$ cat src/rtl/mod_updown_counter.sv
// mod_updown_counter: parametrised up/down modulo counter with prescaler.
//
// Counts 0..MAX_VAL inclusive, either wrapping or saturating at the bounds.
// A step happens once every PRESCALE enabled cycles. Synchronous clr/load
// override stepping (clr > load > step); rst is asynchronous and dominant.
//
// Parameters:
//   WIDTH    counter width in bits (>= 2)
//   MAX_VAL  inclusive upper bound, 1 .. 2^WIDTH-1
//   SATURATE 0: wrap at bounds, 1: hold at bounds
//   PRESCALE enabled cycles per count step (>= 1)
//
// Ports:
//   clk      rising-edge clock
//   rst      asynchronous active-high reset
//   en       count enable (advances the prescaler)
//   clr      synchronous clear of count, prescaler, tc and wrapped
//   load     synchronous load of min(load_val, MAX_VAL)
//   load_val value used by load
//   dir      1: count up, 0: count down
//   count    registered count
//   tc       one-cycle pulse following a boundary step
//   wrapped  sticky flag, set by any boundary step until clr/rst
module mod_updown_counter #(
  parameter int unsigned     WIDTH    = 32,
  parameter logic [WIDTH-1:0] MAX_VAL = {WIDTH{1'b1}},
  parameter bit              SATURATE = 1'b0,
  parameter int unsigned     PRESCALE = 1
) (
  input  logic             clk,
  input  logic             rst,
  input  logic             en,
  input  logic             clr,
  input  logic             load,
  input  logic [WIDTH-1:0] load_val,
  input  logic             dir,
  output logic [WIDTH-1:0] count,
  output logic             tc,
  output logic             wrapped
);

  localparam int unsigned PscW = (PRESCALE > 1) ? $clog2(PRESCALE) : 1;
  localparam logic [PscW-1:0] PscLast = PscW'(PRESCALE - 1);

  logic [WIDTH-1:0] count_q, count_d;
  logic [PscW-1:0]  psc_q, psc_d;
  logic             tc_q, tc_d;
  logic             wrapped_q, wrapped_d;
  logic             at_bound;

  // Boundary in the current direction: MAX_VAL going up, 0 going down.
  assign at_bound = dir ? (count_q == MAX_VAL) : (count_q == '0);

  always_comb begin
    count_d   = count_q;
    psc_d     = psc_q;
    tc_d      = 1'b0;  // tc is a pulse; only a boundary step raises it
    wrapped_d = wrapped_q;
    if (clr) begin
      count_d   = '0;
      psc_d     = '0;
      wrapped_d = 1'b0;
    end else if (load) begin
      count_d = (load_val > MAX_VAL) ? MAX_VAL : load_val;
      psc_d   = '0;
    end else if (en) begin
      if (psc_q == PscLast) begin
        psc_d = '0;
        if (at_bound) begin
          tc_d      = 1'b1;
          wrapped_d = 1'b1;
          if (!SATURATE) begin
            count_d = dir ? '0 : MAX_VAL;
          end
        end else begin
          count_d = dir ? (count_q + WIDTH'(1)) : (count_q - WIDTH'(1));
        end
      end else begin
        psc_d = psc_q + PscW'(1);
      end
    end
  end

  always_ff @(posedge clk or posedge rst) begin
    if (rst) begin
      count_q   <= '0;
      psc_q     <= '0;
      tc_q      <= 1'b0;
      wrapped_q <= 1'b0;
    end else begin
      count_q   <= count_d;
      psc_q     <= psc_d;
      tc_q      <= tc_d;
      wrapped_q <= wrapped_d;
    end
  end

  assign count   = count_q;
  assign tc      = tc_q;
  assign wrapped = wrapped_q;

endmodule

$ cat config.mk
export PLATFORM = sky130hd
export DESIGN_NAME = mod_updown_counter
export DESIGN_NICKNAME = d
export VERILOG_FILES = /design/src/rtl/mod_updown_counter.sv
export SDC_FILE = /design/constraint.sdc
export NUM_CORES = 1
export LEC_CHECK = 0
export ABC_AREA = 1
export ABC_CLOCK_PERIOD_IN_PS = 1910
export CAP_MARGIN = 20
export CORE_MARGIN = 4
export CORE_UTILIZATION = 40
export CTS_CLUSTER_SIZE = 25
export DETAILED_ROUTE_END_ITERATION = 16
export PLACE_DENSITY = 0.7
export SETUP_SLACK_MARGIN = 0.02
export SKIP_LAST_GASP = 1
export SYNTH_ARGS = -nofsm -noshare
export SYNTH_HDL_FRONTEND = slang
export SYNTH_SLANG_ARGS = --single-unit
$ cat constraint.sdc
create_clock -name clk -period 1.91 [get_ports clk]
set_input_delay 0.382 -clock clk [delete_from_list [all_inputs] [get_ports clk]]
set_output_delay 0.382 -clock clk [all_outputs]
set_load 0.05 [all_outputs]
# Word level (Yosys, flattened, before mapping)
# Cells that the tools add are included.
# W data, S select, Z words.
# totals
register_bits,35
inputBits,38
out_inout_bits,34
word_cells,41
# op_classes
n_addsub,3
order_cmp,1
n_eq_ne,4
muxes,23
n_reduce_logical,6
# ops
operator,count
$mux W32,8
$add A32 B1 Y32 const B,1
$eq A32 B32 Y1 const B,1
$gt A32 B32 Y1 const B,1
$logic_not A32 Y1,1
$sub A32 B1 Y32 const B,1
$mux W1,15
$ne A2 B2 Y1 const B,2
$reduce_and A4 Y1,1
$reduce_bool A2 Y1,2
$ne A3 B3 Y1 const B,1
$reduce_bool A3 Y1,1
$reduce_and A2 Y1,1
$add A1 B1 Y1 const B,1

# Longest topological paths before layout
# depth
word_depth,7
depth_mapped,16

# Least setup slack after synthesis
# No wires, ideal clock.
# synth_path
path_type,input to register
startpoint,input port dir
endpoint,"register count_q[31], in the netlist count[31]"
setup_time_ns,0.118
t_arrival_ns,2.012
required_ns,1.792
path_slack_ns,-0.220
path_stages,16
n_path_buf,0
cell_sequence,inv_2 -> ha_1 -> nand2_1 -> inv_1 -> a21oi_1 -> nand2_1 -> nand2_1 -> nand2_2 -> nand2_1 -> nand2_1 -> nand2_1 -> nand3_1 -> nand2_1 -> nand2_1 -> nand2_1 -> nand2_1
# synth_between
elab_chain_cells,6
# synth_lines
item,line,text
start: declaration,36,"input logic dir,"
$mux W32 (tied with other cells),76,count_d = dir ? (count_q + WIDTH'(1)) : (count_q - WIDTH'(1));
$mux W32 (*),69,if (at_bound) begin
$mux W32 (*),67,if (psc_q == PscLast) begin
$mux W32 (*),66,end else if (en) begin
$mux W32 (*),63,end else if (load) begin
$mux W32 (*),59,if (clr) begin
end signal: assignment,91,count_q <= count_d;
end: declaration,45,"logic [WIDTH-1:0] count_q, count_d;"
# Mark *: on every way between the ends. The rest lies on a longest branch, timed or not. The select of a mux whose other input is x is not followed.
# A chain may end at the register's enable or synchronous reset.

# Final worst setup path
# layout_path
startpoint,"register count_q[10], in the netlist count[10]"
endpoint,"register count_q[15], in the netlist count[15]"
# layout_between
elab_chain_cells,7
# layout_lines
item,line
$sub A32 B1 Y32 (tied with other cells),76
$mux W32 or $mux W1 (tied branches),"76, 52"
$mux W32 (*),69
$mux W32 (*),67
$mux W32 (*),66
$mux W32 (*),63
$mux W32 (*),59
# Marks and branches as above.

==> flow_summary_export.csv <==
group,metric,value,unit
status,status,"finished, violations left",
status,violations,"negative setup slack",
pwr,comb_power_share,62.4,%
worst_setup_path,regToRegSetupSlack,-0.14,ns
pwr,p_leak,4.10,nW
synth,synth.distinct_cells,35,
layout,nets,1084,
route,routed_wirelength,19100,um
place,place.gp.congestion,0.907,
floorplan,num_rows,38,
grt,antenna_found_initial,0,
sta,worst_pin_slew,0.495,ns
sta,hold_slack,0.500,ns
sta,setup_slack,-0.144,ns
synth,ys.flop_type,"dfrtp_1",
route,vias,6088,
pwr,power.density,624,nW/um2
clocking,cts_root_buf,"clkbuf_16",
worst_setup_path,r2r-start,"count[10]",
route,via_per_inst,5.27,
worst_setup_path,worstPathArrival,2.23,ns
sta,fmax,487,MHz
layout,drive_gt1_share,40.3,%
clocking,clk_pin_slew_worst_paths,0.07,ns
pwr,internal_power,2.55,mW
worst_setup_path,crit_type,"reg -> reg",
synth,ys_ff_latch,34,
layout,areaGrowthSynthToFinish,65.9,%
place,dp_slack,-0.929,ns
floorplan,core-area,10900,um2
grt,grt_pass1_vias,5550,
sta,rsz0062_at_grt,"true",
pwr,power,4.68,mW
worst_setup_path,reg2reg_depth,13,
sta,drv_slew,0,
sta,fin_setup_tns,-1.53,ns
synth,ys_seq_area_share,18.8,%
hold_path,hold_class,"in -> async",
synth,async_reset_ff_share,100,%
route,initialDrtViolationCount,569,
synth,synthCells,828,
synth,syn_avg_cell_area,5.46,um2
synth,synth-edff-count,0,
grt,grt.total_usage,26.7,%
sta,relSlewSlack,66.9,%
grt,grt_max_degree,35,
clocking,clk_latency,0.29,ns
place,dp_hpwl,12500,um
synth,synth_common_cells,"nand2_1 (418), inv_1 (123), nor2_1 (60), nand3_1 (40), dfrtp_1 (34)",
layout,multi_input_area,4080,um2
job,cap_viol_max_count,0,
synth,ys_warn_count,0,
clocking,clockBufferDepth,2,
pwr,clockPowerShare,18.5,%
floorplan,die_h,114,um
grt,grt_overflow,0,
worst_setup_path,required,2.08,ns
floorplan,chipWidth,114,um
clocking,clock-sinks,34,
sta,fin_crit_sh,108,%
pwr,p_sw_share,45.4,%
sta,hold_violations,0,
route,ant_nets,0,
sta,finClkSkew,0.00999,ns
layout,insertedDiodeCount,0,
clocking,cts_tree,"done",
synth,synth_area_leaders,"nand2_1 (35%), dfrtp_1 (19%), inv_1 (10%)",
pwr,seq_power_share,19.1,%
synth,yosys.area.top_type,"nand2_1",
grt,grt_pass1_wl,27900,um
synth,syn_nets,897,
clocking,cts-htree-levels,2,
route,routedWlPerCell,16.6,um
layout,fillers,868,
worst_setup_path,regToRegEndpoint,"count[15]",
clocking,hold_buffers,0,
sta,timing.final.setup_violations,28,
layout,regArea,890,um2
synth,synth_top_area_share,34.7,%
floorplan,die-area,13100,um2
worst_setup_path,critical_path.max_fanout,4,
route,drcViolationCount,0,
synth,syn_area,4520,um2
worst_setup_path,cp-start-kind,"flop",
pwr,switchingPower,2.12,mW
floorplan,initial_core_util,41.3,%
route,firstDrtPassIters,7,
place,portBuffers,71,
synth,yosysMostFrequentCell,"nand2_1",
worst_setup_path,end_kind,"flop",
clocking,numCtsBuffers,5,
floorplan,num_io_pins,72,
sta,fin_crit,2.05,ns
pwr,peakVddDrop,367,uV
layer usage:
metal  GRT usage, %  up-vias  wire length (um)
li1               -     2906                 -
met1           37.6     2810              7930
met2           43.1      315              8820
met3           3.38       57              1700
met4           7.44        0               699
met5              0        -                 0
registers in the layout, indices dropped and copies added, names as in the netlist:
name     count
tc           1
wrapped      1
count       32
stage by stage:
stage,cells,util [%],area (um2)
2_1_floorplan,828,-,4650
3_3_place_gp,1123,56.4,6170
3_5_place_dp,1123,56.4,6170
4_1_cts,1145,63.5,6950
5_1_grt,1156,68.6,7500
6_report,1156,68.6,7500
logic make-up (layout without fill, tap and decap cells):
logic type / after synthesis / in the layout / share of synthesized area, %
DFF: 34 / 34 / 18.8
and+or+nand+nor: 550 / 551 / 50.5
buffers and inverters: 143 / 330 / 12.6
adders and majority gates: 31 / 31 / 8.75
xor gates and xnor gates: 15 / 15 / 2.91
AOI/OAI and AO/OA: 55 / 55 / 6.45
layout make-up:
cell class              count  area share [%]
repair buffers            193            22.2
well taps                 140            2.34
repair inverters            2           0.367
clock buffers               7            1.90
multi-input cells         652            54.4
inverters                 127            6.81
flip-flops and latches     34            11.9
clock inverters             1          0.0667
worst max path at each step:
stage | start | slack, ns | to
after CTS | count[8] | -0.03 | count[25]
after global placement | dir | -0.90 | count[30]
after detailed placement | dir | -0.93 | count[25]
final | count[10] | -0.14 | count[15]
after floorplan | count[0] | 0.02 | count[16]
after global routing | count[12] | -0.23 | count[29]
worst max-delay path, cell delays in order (launching register included):
cell	delay (ns)
dfrtp_2	0.44
ha_4	0.25
nand2_1	0.11
nand2_1	0.12
inv_1	0.10
nand2_2	0.08
a21oi_2	0.16
nand2_2	0.10
buf_4	0.15
xor2_1	0.14
o21ai_1	0.14
nand2_1	0.06
nand2_1	0.06
nand2_1	0.04
power groups by stage:
| stage | registers (mW) | logic [mW] | clock network [mW] |
|---|---|---|---|
| after floorplan | 1.15 | 1.09 | 0 |
| after global placement | 0.882 | 2.21 | 0 |
| after global routing | 0.901 | 3.12 | 0.895 |
| after detailed placement | 0.885 | 2.23 | 0 |
| after CTS | 0.887 | 2.52 | 0.861 |
| final | 0.895 | 2.92 | 0.863 |
cell usage in the layout, fill, tap and decap left out, types with 2 or more instances in the layout:
| cell | instances |
|---|---|
| nor3_2 | 5 |
| buf_12 | 6 |
| clkbuf_16 | 5 |
| o21bai_1 | 2 |
| xnor2_1 | 7 |
| nand3_1 | 25 |
| dfrtp_2 | 31 |
| ha_4 | 27 |
| o21ai_1 | 14 |
| nand4_1 | 9 |
| ha_1 | 2 |
| clkdlybuf4s50_1 | 37 |
| dfrtp_1 | 3 |
| xor2_2 | 2 |
| inv_1 | 109 |
| o21ai_0 | 3 |
| buf_4 | 137 |
| a21oi_2 | 19 |
| xor2_1 | 5 |
| o21ai_2 | 2 |
| nor2_4 | 16 |
| inv_2 | 15 |
| nand3_2 | 19 |
| nor2_1 | 29 |
| buf_6 | 13 |
| nand2_4 | 14 |
| nand2_1 | 346 |
| a21oi_1 | 10 |
| nand2_2 | 59 |
| nand3_4 | 4 |
| nor2_2 | 19 |
timing repair:
action | 4_1_cts | 5_1_grt
resized for setup | 115 | 134
cloned | 2 | 1
pin swaps | 32 | 52
setup buffers | 14 | 11
setup endpoints to repair | 33 | 33
Note: power is estimated with default switching activity, not from simulation.
